### src/rtl/riscv_sig_dumper.sv
// Signature dumper: reads the compliance signature range over a bus host port
// and streams the words out through a small response FIFO.

module riscv_sig_dumper #(
  parameter int AddrWidth = 32,
  parameter int DataWidth = 32,
  parameter int FifoDepth = 4
) (
  input  logic                 clk_i,
  input  logic                 rst_i,
  input  logic                 start_i,
  input  logic [AddrWidth-1:0] begin_addr_i,
  input  logic [AddrWidth-1:0] end_addr_i,
  output logic                 busy_o,
  output logic                 done_o,
  output logic                 err_o,
  output logic                 host_req_o,
  input  logic                 host_gnt_i,
  output logic [AddrWidth-1:0] host_addr_o,
  output logic                 host_we_o,
  output logic [3:0]           host_be_o,
  output logic [DataWidth-1:0] host_wdata_o,
  input  logic                 host_rvalid_i,
  input  logic [DataWidth-1:0] host_rdata_i,
  input  logic                 host_err_i,
  output logic                 out_valid_o,
  input  logic                 out_ready_i,
  output logic [DataWidth-1:0] out_data_o,
  output logic                 out_last_o
);

  localparam int PtrW = (FifoDepth > 1) ? $clog2(FifoDepth) : 1;
  localparam int CntW = PtrW + 1;
  localparam logic [AddrWidth-1:0] AlignMask = {{(AddrWidth-2){1'b1}}, 2'b00};
  localparam logic [AddrWidth-1:0] WordStep  = AddrWidth'(3'd4);

  typedef enum logic [1:0] {
    IDLE  = 2'd0,
    FETCH = 2'd1,
    DRAIN = 2'd2,
    DONE  = 2'd3
  } state_e;

  state_e                state_r;
  state_e                state_next_s;
  logic [AddrWidth-1:0]  rd_addr_r;
  logic [AddrWidth-1:0]  stop_addr_r;
  logic [CntW-1:0]       outstanding_r;
  logic [CntW-1:0]       fifo_count_r;
  logic [PtrW-1:0]       wptr_r;
  logic [PtrW-1:0]       rptr_r;
  logic [DataWidth-1:0]  mem_r [FifoDepth];
  logic                  err_r;

  logic [AddrWidth-1:0]  begin_aligned_s;
  logic [AddrWidth-1:0]  end_aligned_s;
  logic [CntW:0]         inflight_s;
  logic                  credit_ok_s;
  logic                  start_ok_s;
  logic                  grant_s;
  logic                  push_s;
  logic                  pop_s;
  logic                  last_grant_s;
  logic                  fifo_full_s;

  assign begin_aligned_s = begin_addr_i & AlignMask;
  assign end_aligned_s   = end_addr_i & AlignMask;

  // Reads in flight plus buffered words: the sum only grows on a grant,
  // so a raised request can never lose its credit before being granted.
  assign inflight_s   = {1'b0, outstanding_r} + {1'b0, fifo_count_r};
  assign credit_ok_s  = inflight_s < (CntW+1)'(FifoDepth);
  assign start_ok_s   = start_i && (state_r == IDLE);
  assign grant_s      = host_req_o && host_gnt_i;
  assign push_s       = host_rvalid_i;
  assign pop_s        = out_valid_o && out_ready_i;
  assign last_grant_s = grant_s && ((rd_addr_r + WordStep) == stop_addr_r);
  assign fifo_full_s  = fifo_count_r == CntW'(FifoDepth);

  assign host_req_o   = (state_r == FETCH) && credit_ok_s;
  assign host_addr_o  = rd_addr_r;
  assign host_we_o    = 1'b0;
  assign host_be_o    = 4'hF;
  assign host_wdata_o = {DataWidth{1'b0}};

  assign busy_o      = (state_r == FETCH) || (state_r == DRAIN);
  assign done_o      = (state_r == DONE);
  assign err_o       = err_r;
  assign out_valid_o = (fifo_count_r != {CntW{1'b0}});
  assign out_data_o  = mem_r[rptr_r];
  assign out_last_o  = out_valid_o && (state_r == DRAIN) && (inflight_s == (CntW+1)'(1));

  // Next-state decode; DRAIN exits on the final pop so done follows the last handshake directly.
  always_comb begin
    state_next_s = state_r;
    case (state_r)
      IDLE: begin
        if (start_ok_s) begin
          if (begin_aligned_s >= end_aligned_s) begin
            state_next_s = DONE;
          end else begin
            state_next_s = FETCH;
          end
        end else begin
          state_next_s = IDLE;
        end
      end
      FETCH: begin
        if (last_grant_s) begin
          state_next_s = DRAIN;
        end else begin
          state_next_s = FETCH;
        end
      end
      DRAIN: begin
        if ((outstanding_r == {CntW{1'b0}}) &&
            ((fifo_count_r == {CntW{1'b0}}) ||
             ((fifo_count_r == CntW'(1)) && pop_s))) begin
          state_next_s = DONE;
        end else begin
          state_next_s = DRAIN;
        end
      end
      DONE:    state_next_s = IDLE;
      default: state_next_s = IDLE;
    endcase
  end

  // State register and read-address range.
  always_ff @(posedge clk_i) begin
    if (rst_i) begin
      state_r     <= IDLE;
      rd_addr_r   <= {AddrWidth{1'b0}};
      stop_addr_r <= {AddrWidth{1'b0}};
    end else begin
      state_r <= state_next_s;
      if (start_ok_s) begin
        rd_addr_r   <= begin_aligned_s;
        stop_addr_r <= end_aligned_s;
      end else if (grant_s) begin
        rd_addr_r <= rd_addr_r + WordStep;
      end else begin
        rd_addr_r <= rd_addr_r;
      end
    end
  end

  // Sticky error flag, cleared by an accepted start.
  always_ff @(posedge clk_i) begin
    if (rst_i) begin
      err_r <= 1'b0;
    end else if (start_ok_s) begin
      err_r <= 1'b0;
    end else if (push_s && host_err_i) begin
      err_r <= 1'b1;
    end else begin
      err_r <= err_r;
    end
  end

  // Outstanding-read counter.
  always_ff @(posedge clk_i) begin
    if (rst_i) begin
      outstanding_r <= {CntW{1'b0}};
    end else begin
      outstanding_r <= outstanding_r + CntW'(grant_s) - CntW'(push_s);
    end
  end

  // Response FIFO; errored responses are stored as zero.
  always_ff @(posedge clk_i) begin
    if (rst_i) begin
      wptr_r       <= {PtrW{1'b0}};
      rptr_r       <= {PtrW{1'b0}};
      fifo_count_r <= {CntW{1'b0}};
      for (int i = 0; i < FifoDepth; i++) begin
        mem_r[i] <= {DataWidth{1'b0}};
      end
    end else begin
      if (push_s) begin
        mem_r[wptr_r] <= host_err_i ? {DataWidth{1'b0}} : host_rdata_i;
        wptr_r        <= wptr_r + PtrW'(1);
      end
      if (pop_s) begin
        rptr_r <= rptr_r + PtrW'(1);
      end
      fifo_count_r <= fifo_count_r + CntW'(push_s) - CntW'(pop_s);
    end
  end

  riscv_sig_dumper_chk u_chk (
    .clk_i        (clk_i),
    .rst_i        (rst_i),
    .host_rvalid_i(host_rvalid_i),
    .fifo_full    (fifo_full_s)
  );

endmodule

// Protocol checker: a response must never arrive while the FIFO is full.
module riscv_sig_dumper_chk (
  input logic clk_i,
  input logic rst_i,
  input logic host_rvalid_i,
  input logic fifo_full
);

  a_no_overflow: assert property (@(posedge clk_i) disable iff (rst_i)
    !(host_rvalid_i && fifo_full));

endmodule

### config.mk
export PLATFORM = sky130hd
export DESIGN_NAME = riscv_sig_dumper
export DESIGN_NICKNAME = d
export VERILOG_FILES = /design/src/rtl/riscv_sig_dumper.sv
export SDC_FILE = /design/constraint.sdc
export NUM_CORES = 1
export LEC_CHECK = 0
export BUFFER_PORTS_ARGS = -buffer_cell sky130_fd_sc_hd__buf_4
export CORE_MARGIN = 10
export CORE_UTILIZATION = 41
export CTS_CLUSTER_SIZE = 16
export DETAILED_ROUTE_END_ITERATION = 7
export PLACE_DENSITY = 0.73
export SYNTH_ARGS = -nofsm -noshare
export SYNTH_HDL_FRONTEND = slang
export SYNTH_SLANG_ARGS = --single-unit
### constraint.sdc
create_clock -name clk_i -period 6.6 [get_ports clk_i]
set_input_delay 1.32 -clock clk_i [delete_from_list [all_inputs] [get_ports clk_i]]
set_output_delay 1.32 -clock clk_i [all_outputs]
set_load 0.005 [all_outputs]
After elaboration in Yosys (flattened, before gate mapping)
Memories as Yosys holds them, arrays and structs flattened. A register that Yosys moved wholly into a read port is not among the register bits.
Cells that the tools add are included.
{"block": "totals", "regBits": 75, "mem_bits_rw": 128, "inputBits": 103, "output_inout_bits": 107, "wordCells": 63, "mem_count": 1}
{"block": "op_classes", "n_addsub": 8, "magnitude_cmp": 2, "eq_ne": 6, "muxes": 18, "n_reduce_logical": 19}
{"memory": "mem_r", "words": 4, "width": 32, "read_ports": 1, "rd_clocked_by_memory_dff": 1, "wr": 4, "line": "52", "text": "logic [DataWidth-1:0] mem_r [FifoDepth];"}
{"operator": "32-bit 2-to-1 mux", "n": 4}
{"operator": "32-bit by 3-bit adder with 32-bit output (second input constant)", "n": 1}
{"operator": "32-bit equality test", "n": 1}
{"operator": "32-bit greater-or-equal comparator", "n": 1}
{"operator": "32-bit OR reduction", "n": 1}
{"operator": "2-bit 2-to-1 mux", "n": 6}
{"operator": "1-bit logical AND", "n": 10}
{"operator": "2-bit one-hot mux with 4 select lines", "n": 1}
{"operator": "1-bit 2-to-1 mux", "n": 7}
{"operator": "3-bit by 1-bit adder with 3-bit output", "n": 2}
{"operator": "3-bit zero test", "n": 2}
{"operator": "3-bit by 1-bit subtractor with 3-bit output", "n": 2}
{"operator": "2-bit by 1-bit adder with 2-bit output (second input constant)", "n": 2}
{"operator": "3-bit by 3-bit adder with 4-bit output", "n": 1}
{"operator": "2-bit equality test (second input constant)", "n": 2}
{"operator": "4-bit by 1-bit equality test with 1-bit output (second input constant)", "n": 1}
{"operator": "4-bit by 3-bit less-than comparator with 1-bit output (second input constant)", "n": 1}
{"operator": "3-bit by 1-bit equality test with 1-bit output (second input constant)", "n": 1}
{"operator": "3-bit nonzero test", "n": 1}
{"operator": "2-bit by 1-bit equality test with 1-bit output (second input constant)", "n": 1}
{"operator": "2-bit zero test", "n": 1}
{"operator": "1-bit logical OR", "n": 2}
{"operator": "2-bit nonzero test", "n": 1}
{"operator": "2-bit OR reduction", "n": 1}

Logic depth before layout (Yosys ltp)
Gate-level depths: netlist of run 1.
{"block": "depth", "word_depth": 7, "mapped_depth": 16, "ltp_nobuf": 14}

Worst setup path before layout of run 1
Ideal clock, no wire load.
{"block": "synth_timing", "kind": "input port to flip-flop", "startpoint": "input host_rvalid_i", "endpoint": "memory mem_r[0][0] (enable)", "setup_ns": 0.389, "arrival_ns": 2.972, "slack_ns": 3.238, "path_stages": 6, "path_buffers": 3, "cell_sequence": "clkbuf_1 > nand2_1 > or3_1 > clkbuf_1 > clkbuf_1 > nand2_1"}
{"item": "start: declaration", "line": "23", "text": "input logic host_rvalid_i,"}
{"item": "end: declaration", "line": "52"}

Worst setup path after layout of run 1
{"block": "layout_timing", "startpoint": "register outstanding_r[0]", "endpoint": "output out_last_o"}
{"block": "layout_via", "elab_chain_len": 3}
{"item": "start: declaration", "line": "48", "text": "logic [CntW-1:0] outstanding_r;"}
{"item": "start signal: assignment", "line": "164", "text": "outstanding_r <= {CntW{1'b0}};"}
{"item": "start signal: assignment", "line": "166", "text": "outstanding_r <= outstanding_r + CntW'(grant_s) - CntW'(push_s);"}
{"item": "3-bit by 3-bit adder with 4-bit output", "line": "71", "text": "assign inflight_s = {1'b0, outstanding_r} + {1'b0, fifo_count_r};"}
{"item": "4-bit by 1-bit equality test with 1-bit output", "line": "91", "text": "assign out_last_o = out_valid_o && (state_r == DRAIN) && (inflight_s == (CntW+1)'(1));"}
{"item": "1-bit logical AND", "line": "91"}
{"item": "end: declaration", "line": "29", "text": "output logic out_last_o"}
No other way between the ends.

==> results by group, run 1 <==
Synthesis
  – Top-area cell type share of the netlist area: 0.3554
  – Synth Area in Compound Gates: 0.07532
  – Synth Instances: 1063
  – Synth unique cells: 63
  – Synthesized area per cell: 10.17 um2
  – Combinational family with the most area after synthesis: simple AND/OR/NAND/NOR gates
  – Post-Synth Simple-Gate Area: 0.1685
  – Synth Flop Type: edfxtp_1
  – Synth Area in Adders: 0.05530
  – Syn Std Cell Area: 10810 um2
  – Number of flops mapped to enable cells by yosys: 128
  – Yosys Warn Count: 0
  – Multiplexer share of the synthesized area: 0.06942
  – Seq/Total Area, Yosys: 0.4943
  – Post-Synth XOR/XNOR Area: 0.05669
  – Largest cells by area after synthesis: edfxtp_1 36%, dfxtp_1 14%, mux4_2 6.7%
  – Leading area contributor after synthesis: edfxtp_1
  – Synthesized flop and latch total: 203
  – Asr flop ratio synth: 0

Die
  – Rows: 59
  – I/O pin count: 210
  – Die footprint: 33270 um2
  – Die Height: 182.4 um
  – Die Span X: 182.4 um
  – Initial core utilization: 0.4162
  – Core area: 25980 um2

Placed design
  – Gpl congestion: 0.8595
  – DP Area: 12170 um2
  – Worst slack at placement: 2.673 ns
  – Port buffer count: 166
  – Dpl hpwl: 19880 um

Cells and area
  – Number of inserted diodes: 0
  – End-of-flow core utilization: 0.4949
  – Share of cells above drive strength 1: 0.2094
  – Nets@finish: 1351
  – Final Cell Area: 12860 um2
  – Area Growth Syn to Fin: 18.93%

Timing
  – Worst Skew: 0.007861 ns
  – Hold violation count in the final report: 0
  – Rel. slew slack: 0.3866
  – Final Max Tran Viols: 0
  – Final worst path period share: 0.5715
  – Setup TNS: 0 ns
  – Min Hold Slack: 0.4673 ns
  – Max Fclk: 265.1 MHz
  – Min Tclk post-route: 3.772 ns
  – Final setup viols: 0
  – RSZ-0062 raised after global routing: false
  – Tightest Pin Transition: 0.9201 ns
  – Post-route setup slack: 2.828 ns

Global route
  – Vias in the first global route: 8164
  – Largest net degree at the start of global routing: 92
  – Number of antenna violations at the first check in global routing: 0
  – Gr usage total: 0.1613
  – First-pass GRT wire length: 43970 um
  – Grt ovf: 0

Pwr
  – Power Density: 305.5 nW/um2
  – Leakage: 0.005254 uW
  – Peak supply drop: 0.0001924 V

Setup path
  – Crit path arrival time: 2.45 ns
  – Critical Path, Cell by Cell: ha_1 > inv_1 > fa_1 > a211oi_1 > mux2i_1 > a2111oi_0 > buf_4
  – WP data required: 5.28 ns
  – Crit Path Max Fanout: 3
  – Worst reg2reg path depth: 13
  – Buffers & Inverters on Critical Path: 2
  – Crit path launch: outstanding_r[0]
  – Critical Path Start Type: flop
  – Crit. End Element: output pin
  – Slowest stage delay, CP: 0.47 ns
  – Critical path depth: 7
  – Critical R2R Launch: outstanding_r[0]
  – Crit Path Category: flop to output pin
  – CP delay by family, top: compound AO/OA/AOI/OAI gates
  – CP max stage cell: a2111oi_0

Routing
  – Initial DRC Count: 416
  – Detail-routed net length per standard cell: 17.94 um
  – Post-route ant nets: 0
  – Overall routed net length: 27860 um
  – Vias per cell: 5.162
  – DRC viols: 0
  – DR vias: 8017
  – 1st-pass router iterations: 5

Job
  – Max cap viols: 0

Min path
  – Hold path cells: 2
  – Worst hold start: stop_addr_r[3]
  – Tightest Hold Check Type: flop to flop

Clock tree
  – PostCTS Resize Cnt: 0
  – H-tree depth: 1
  – Number of post-CTS setup repair buffers: 0
  – Skew-Pair Late Insertion Delay: 0.50 ns
  – TritonCTS buffer count: 22
  – Hold-fix buffers at CTS: 0
  – CTS tree: done
  – Clock slew at reported path FFs: 0.06 ns
  – CTS Buffer Depth: 3
  – Sinks on Clock Net: 203
  – Clk root buf: clkbuf_16

Status
  – Outcome: complete, no violations
[synthesized netlist by cell type, drive strengths merged, types with 2 or more instances]
cell / instances
a21oi: 45
nor3b: 2
and4: 7
nand2b: 2
xnor2: 39
nor2: 153
nand3b: 2
a31oi: 2
o22ai: 2
nand2: 132
o2111ai: 3
a2111oi: 3
or4: 2
a211oi: 23
o32ai: 2
buf: 60
nor2b: 5
conb: 2
inv: 82
edfxtp: 128
ha: 43
nand3: 22
o31ai: 2
nor4b: 2
and3: 4
mux4: 32
o21ai: 21
nor4: 7
a21o: 3
nor3: 17
mux2i: 3
nand4b: 2
xor2: 31
or3: 17
dfxtp: 75
a311oi: 13
and2: 4
fa: 3
clkbuf: 40
nand4: 16
[path summary, 6_finish.rpt]
path                    endpoint  slack, ns
setup reg to reg      state_r[0]       3.07
setup / recovery      out_last_o       2.83
hold reg to reg   stop_addr_r[3]       0.47
hold / removal    stop_addr_r[3]       0.47
[tightest hold or removal path, delay by kind of cell, from the launching register on]
kind               cells  cell delay (ns)
DFF                    1             0.32
and+or+nand+nor        1             0.05
AOI/OAI and AO/OA      1             0.05
[state kept, by name (all words and copies together) (netlist names), 2 cells and up, named ones only]
| register | cells |
|---|---|
| fifo_count_r | 3 |
| host_addr_o | 30 |
| mem_r | 128 |
| outstanding_r | 3 |
| rptr_r | 2 |
| state_r | 2 |
| stop_addr_r | 30 |
| wptr_r | 2 |
[placed cells by master (no fill, tap or decap), drive strengths merged, types with 4 or more instances in the layout]
master  instances
clkbuf         31
nand3          22
xnor2          39
nor4            7
edfxtp        128
or3            17
and3            4
clkinv          8
and2            4
mux4           32
a211oi         23
nor2          153
o21ai          21
dfxtp          75
and4            7
buf           178
a21oi          45
a311oi         13
xor2           31
ha             43
conb           39
nand2         132
nor3           17
inv            83
nor2b           5
nand4          16
[cells by family (layout without fill, tap and decap cells)]
| family | after synthesis | count (layout) |
|---|---|---|
| mux | 35 | 35 |
| fa+ha+maj | 46 | 46 |
| xor+xnor | 70 | 70 |
| compound gates | 126 | 126 |
| flops | 203 | 203 |
| other cells | 2 | 39 |
| buf+inv | 183 | 301 |
| simple gates | 398 | 398 |
[where the power goes]
group | internal, uW | switching [uW]
logic | 542 | 566
clock network | 689 | 484
registers | 1490 | 157
[metrics by stage]
step	std cells	total power, uW
2_1_floorplan	1100	2368
3_3_place_gp	1513	2765
3_5_place_dp	1513	2793
4_1_cts	1553	3979
5_1_grt	1553	4161
6_report	1553	3929
[metal layers]
metal | part of all wire | wire, um | GRT usage | vias up
met2 | 0.50 | 13970 | 0.2768 | 253
li1 | - | - | - | 3901
met5 | 0 | 0 | 0 | -
met3 | 0.081 | 2260 | 0.04688 | 38
met4 | 0.020 | 550 | 0.03938 | 0
met1 | 0.40 | 11080 | 0.1946 | 3825
[layout make-up]
class	count	area, um2
fillers	2418	13120
flip-flops and latches	203	5346
multi-input cells	714	4755
repair buffers	178	1336
clock buffers	31	614.3
well taps	335	419.2
inverters	83	311.5
clock inverters	9	78.83
Note: power is estimated with default switching activity, not from simulation.
==> run 2, diff against run 1 <==
- PLACE_DENSITY: 0.73 -> 0.76
- clock period: 6.6 -> 3.3 ns (I/O delays scaled with it)
==> results by group, run 2 (same netlist as run 1, synthesis figures left out) <==
Cells and area
  – Highest-count cells in the layout ignoring fill and taps: 203 x buf_4, 152 x nor2_1, 131 x nand2_1
  – Number of inserted diodes: 0 (unchanged)
  – Area Growth Syn to Fin: 21.84%
  – End-of-flow core utilization: 0.5071 (+0.01213)
  – Non-Filler Instances: 1579 (+1.7%)
  – Share of cells above drive strength 1: 0.2315 (+0.02215)
  – Most common cell after layout, fill and taps aside: buf_4
  – Nets@finish: 1377 (+1.9%)
  – Largest register FFs: 128 (unchanged)
  – Largest Register: mem_r

Global route
  – Largest net degree at the start of global routing: 74 (-20%)
  – Vias in the first global route: 8429 (+3.2%)
  – First-pass GRT wire length: 45220 um (+2.8%)
  – Gr usage total: 0.1667 (+0.005377)
  – Grt ovf: 0 (unchanged)
  – Number of antenna violations at the first check in global routing: 0 (unchanged)

Timing
  – Tightest Pin Transition: 0.8101 ns (-0.1100 ns)
  – Worst Skew: 0.005488 ns (-0.002372 ns)
  – Hold violation count in the final report: 0 (unchanged)
  – Rel. slew slack: 0.4600 (+0.07336)
  – Final setup viols: 0 (unchanged)
  – Final worst path period share: 0.9402
  – Min Tclk post-route: 3.103 ns
  – RSZ-0062 raised after global routing: false
  – Final Max Tran Viols: 0 (unchanged)
  – Max Fclk: 322.3 MHz
  – Setup TNS: 0 ns (unchanged)

Routing
  – 1st-pass router iterations: 5 (unchanged)
  – Detail-routed net length per standard cell: 18.41 um (+2.6%)
  – Initial DRC Count: 583 (+40%)
  – Post-route ant nets: 0 (unchanged)
  – Overall routed net length: 29080 um (+4.3%)
  – DRC viols: 0 (unchanged)
  – Vias per cell: 5.194 (+0.61%)
  – DR vias: 8201 (+2.3%)

Placed design
  – Port buffer count: 166 (unchanged)
  – Dpl hpwl: 20990 um (+5.6%)
  – Gpl congestion: 0.8408 (-2.2%)
  – Dpl cells: 1539 (+1.7%)

Die
  – Initial core utilization: 0.4162 (unchanged)
  – I/O pin count: 210 (unchanged)
  – Die footprint: 33270 um2 (unchanged)
  – Core area: 25980 um2 (unchanged)
  – Die Height: 182.4 um (unchanged)
  – Die Span X: 182.4 um (unchanged)
  – Rows: 59 (unchanged)

Clock tree
  – Skew-Pair Late Insertion Delay: 0.51 ns (about the same)
  – CTS tree: done
  – Clock slew at reported path FFs: 0.06 ns (about the same)
  – TritonCTS buffer count: 22 (unchanged)
  – Hold-fix buffers at CTS: 0 (unchanged)
  – H-tree depth: 1 (unchanged)
  – CTS Buffer Depth: 3 (unchanged)
  – Sinks on Clock Net: 203 (unchanged)
  – Clk root buf: clkbuf_16

Setup path
  – Crit. End Element: output pin
  – Crit Path Max Fanout: 3 (unchanged)
  – WP data required: 2.64 ns (-2.64 ns)
  – CP delay by family, top: compound AO/OA/AOI/OAI gates
  – Crit Path Category: flop to output pin
  – Critical Path, Cell by Cell: ha_1 > inv_1 > fa_1 > a211oi_1 > mux2i_1 > a2111oi_2 > buf_4
  – Critical Path Start Type: flop
  – Crit path arrival time: 2.44 ns (about the same)
  – CP max stage cell: a2111oi_2
  – Buffers & Inverters on Critical Path: 2 (unchanged)
  – Slowest stage delay, CP: 0.40 ns (-0.07 ns)

Pwr
  – Peak supply drop: 0.0004507 V (+130%)
  – Power Density: 626.4 nW/um2 (+110%)
  – Leakage: 0.005447 uW (+3.7%)

Status
  – Outcome: complete, no violations

Job
  – Max cap viols: 0 (unchanged)

Min path
  – Tightest Hold Check Type: primary input to flop
==> run 2: timing repair <==
action,CTS,global route
gates resized for setup,0,8
endpoints found under the setup margin,0,8
buffers inserted,0,0
==> run 2: worst register-to-register path, cell delays in order, from the launching register on <==
cell and delay (ns):
dfxtp_1 0.46, ha_1 0.21, nand4_1 0.38, nor3_4 0.38, and4_1 0.27, xnor2_1 0.10, nor4b_1 0.28, nand4_1 0.23
a2111oi_4 0.43, o22ai_1 0.15
==> run 2: metal layers <==
| layer | wire length [um] | vias up | track usage |
|---|---|---|---|
| met2 | 14440 | 300 | 0.2949 |
| met3 | 2435 | 50 | 0.04965 |
| li1 | - | 3950 | - |
| met4 | 732 | 0 | 0.04263 |
| met1 | 11460 | 3901 | 0.1922 |
| met5 | 0 | - | 0 |
==> run 2: cell type report <==
class,count,area [um2]
Fill cell,2344,12810
Sequential cell,203,5346
Multi-Input combinational cell,714,4791
Timing Repair Buffer,204,1544
Clock buffer,26,585.6
Tap cell,335,419.2
Inverter,83,311.5
Clock inverter,14,178.9
==> run 2: final timing paths <==
check	depth (start not counted)	from	slack, ns	to
hold reg to reg	2	stop_addr_r[13]	0.47	stop_addr_r[13]
hold / removal	3	end_addr_i[16]	0.40	stop_addr_r[16]
setup reg to reg	9	host_addr_o[2]	0.26	state_r[0]
setup / recovery	7	outstanding_r[0]	0.20	out_last_o
==> run 2: power breakdown <==
part	switching [uW]	leakage (uW)	internal (uW)	total (uW)
registers	245	0.00195	2980	3230
logic	1260	0.00312	1180	2440
clock network	1000	0.000373	1580	2590
total	2510	0.00545	5740	8250
==> run 2: metrics by stage <==
step	hold slack, ns	total power (uW)	setup WS (ns)	cell area, um2
detailed placement	0.4630	5717	0.1481	12370
CTS	0.3854	8311	0.04309	13140
global route	0.3997	8712	0.008168	13180
finish	0.4032	8254	0.1973	13180
global placement	0.4542	5663	0.2518	12370
floorplan	0.4451	4736	0.1391	10950
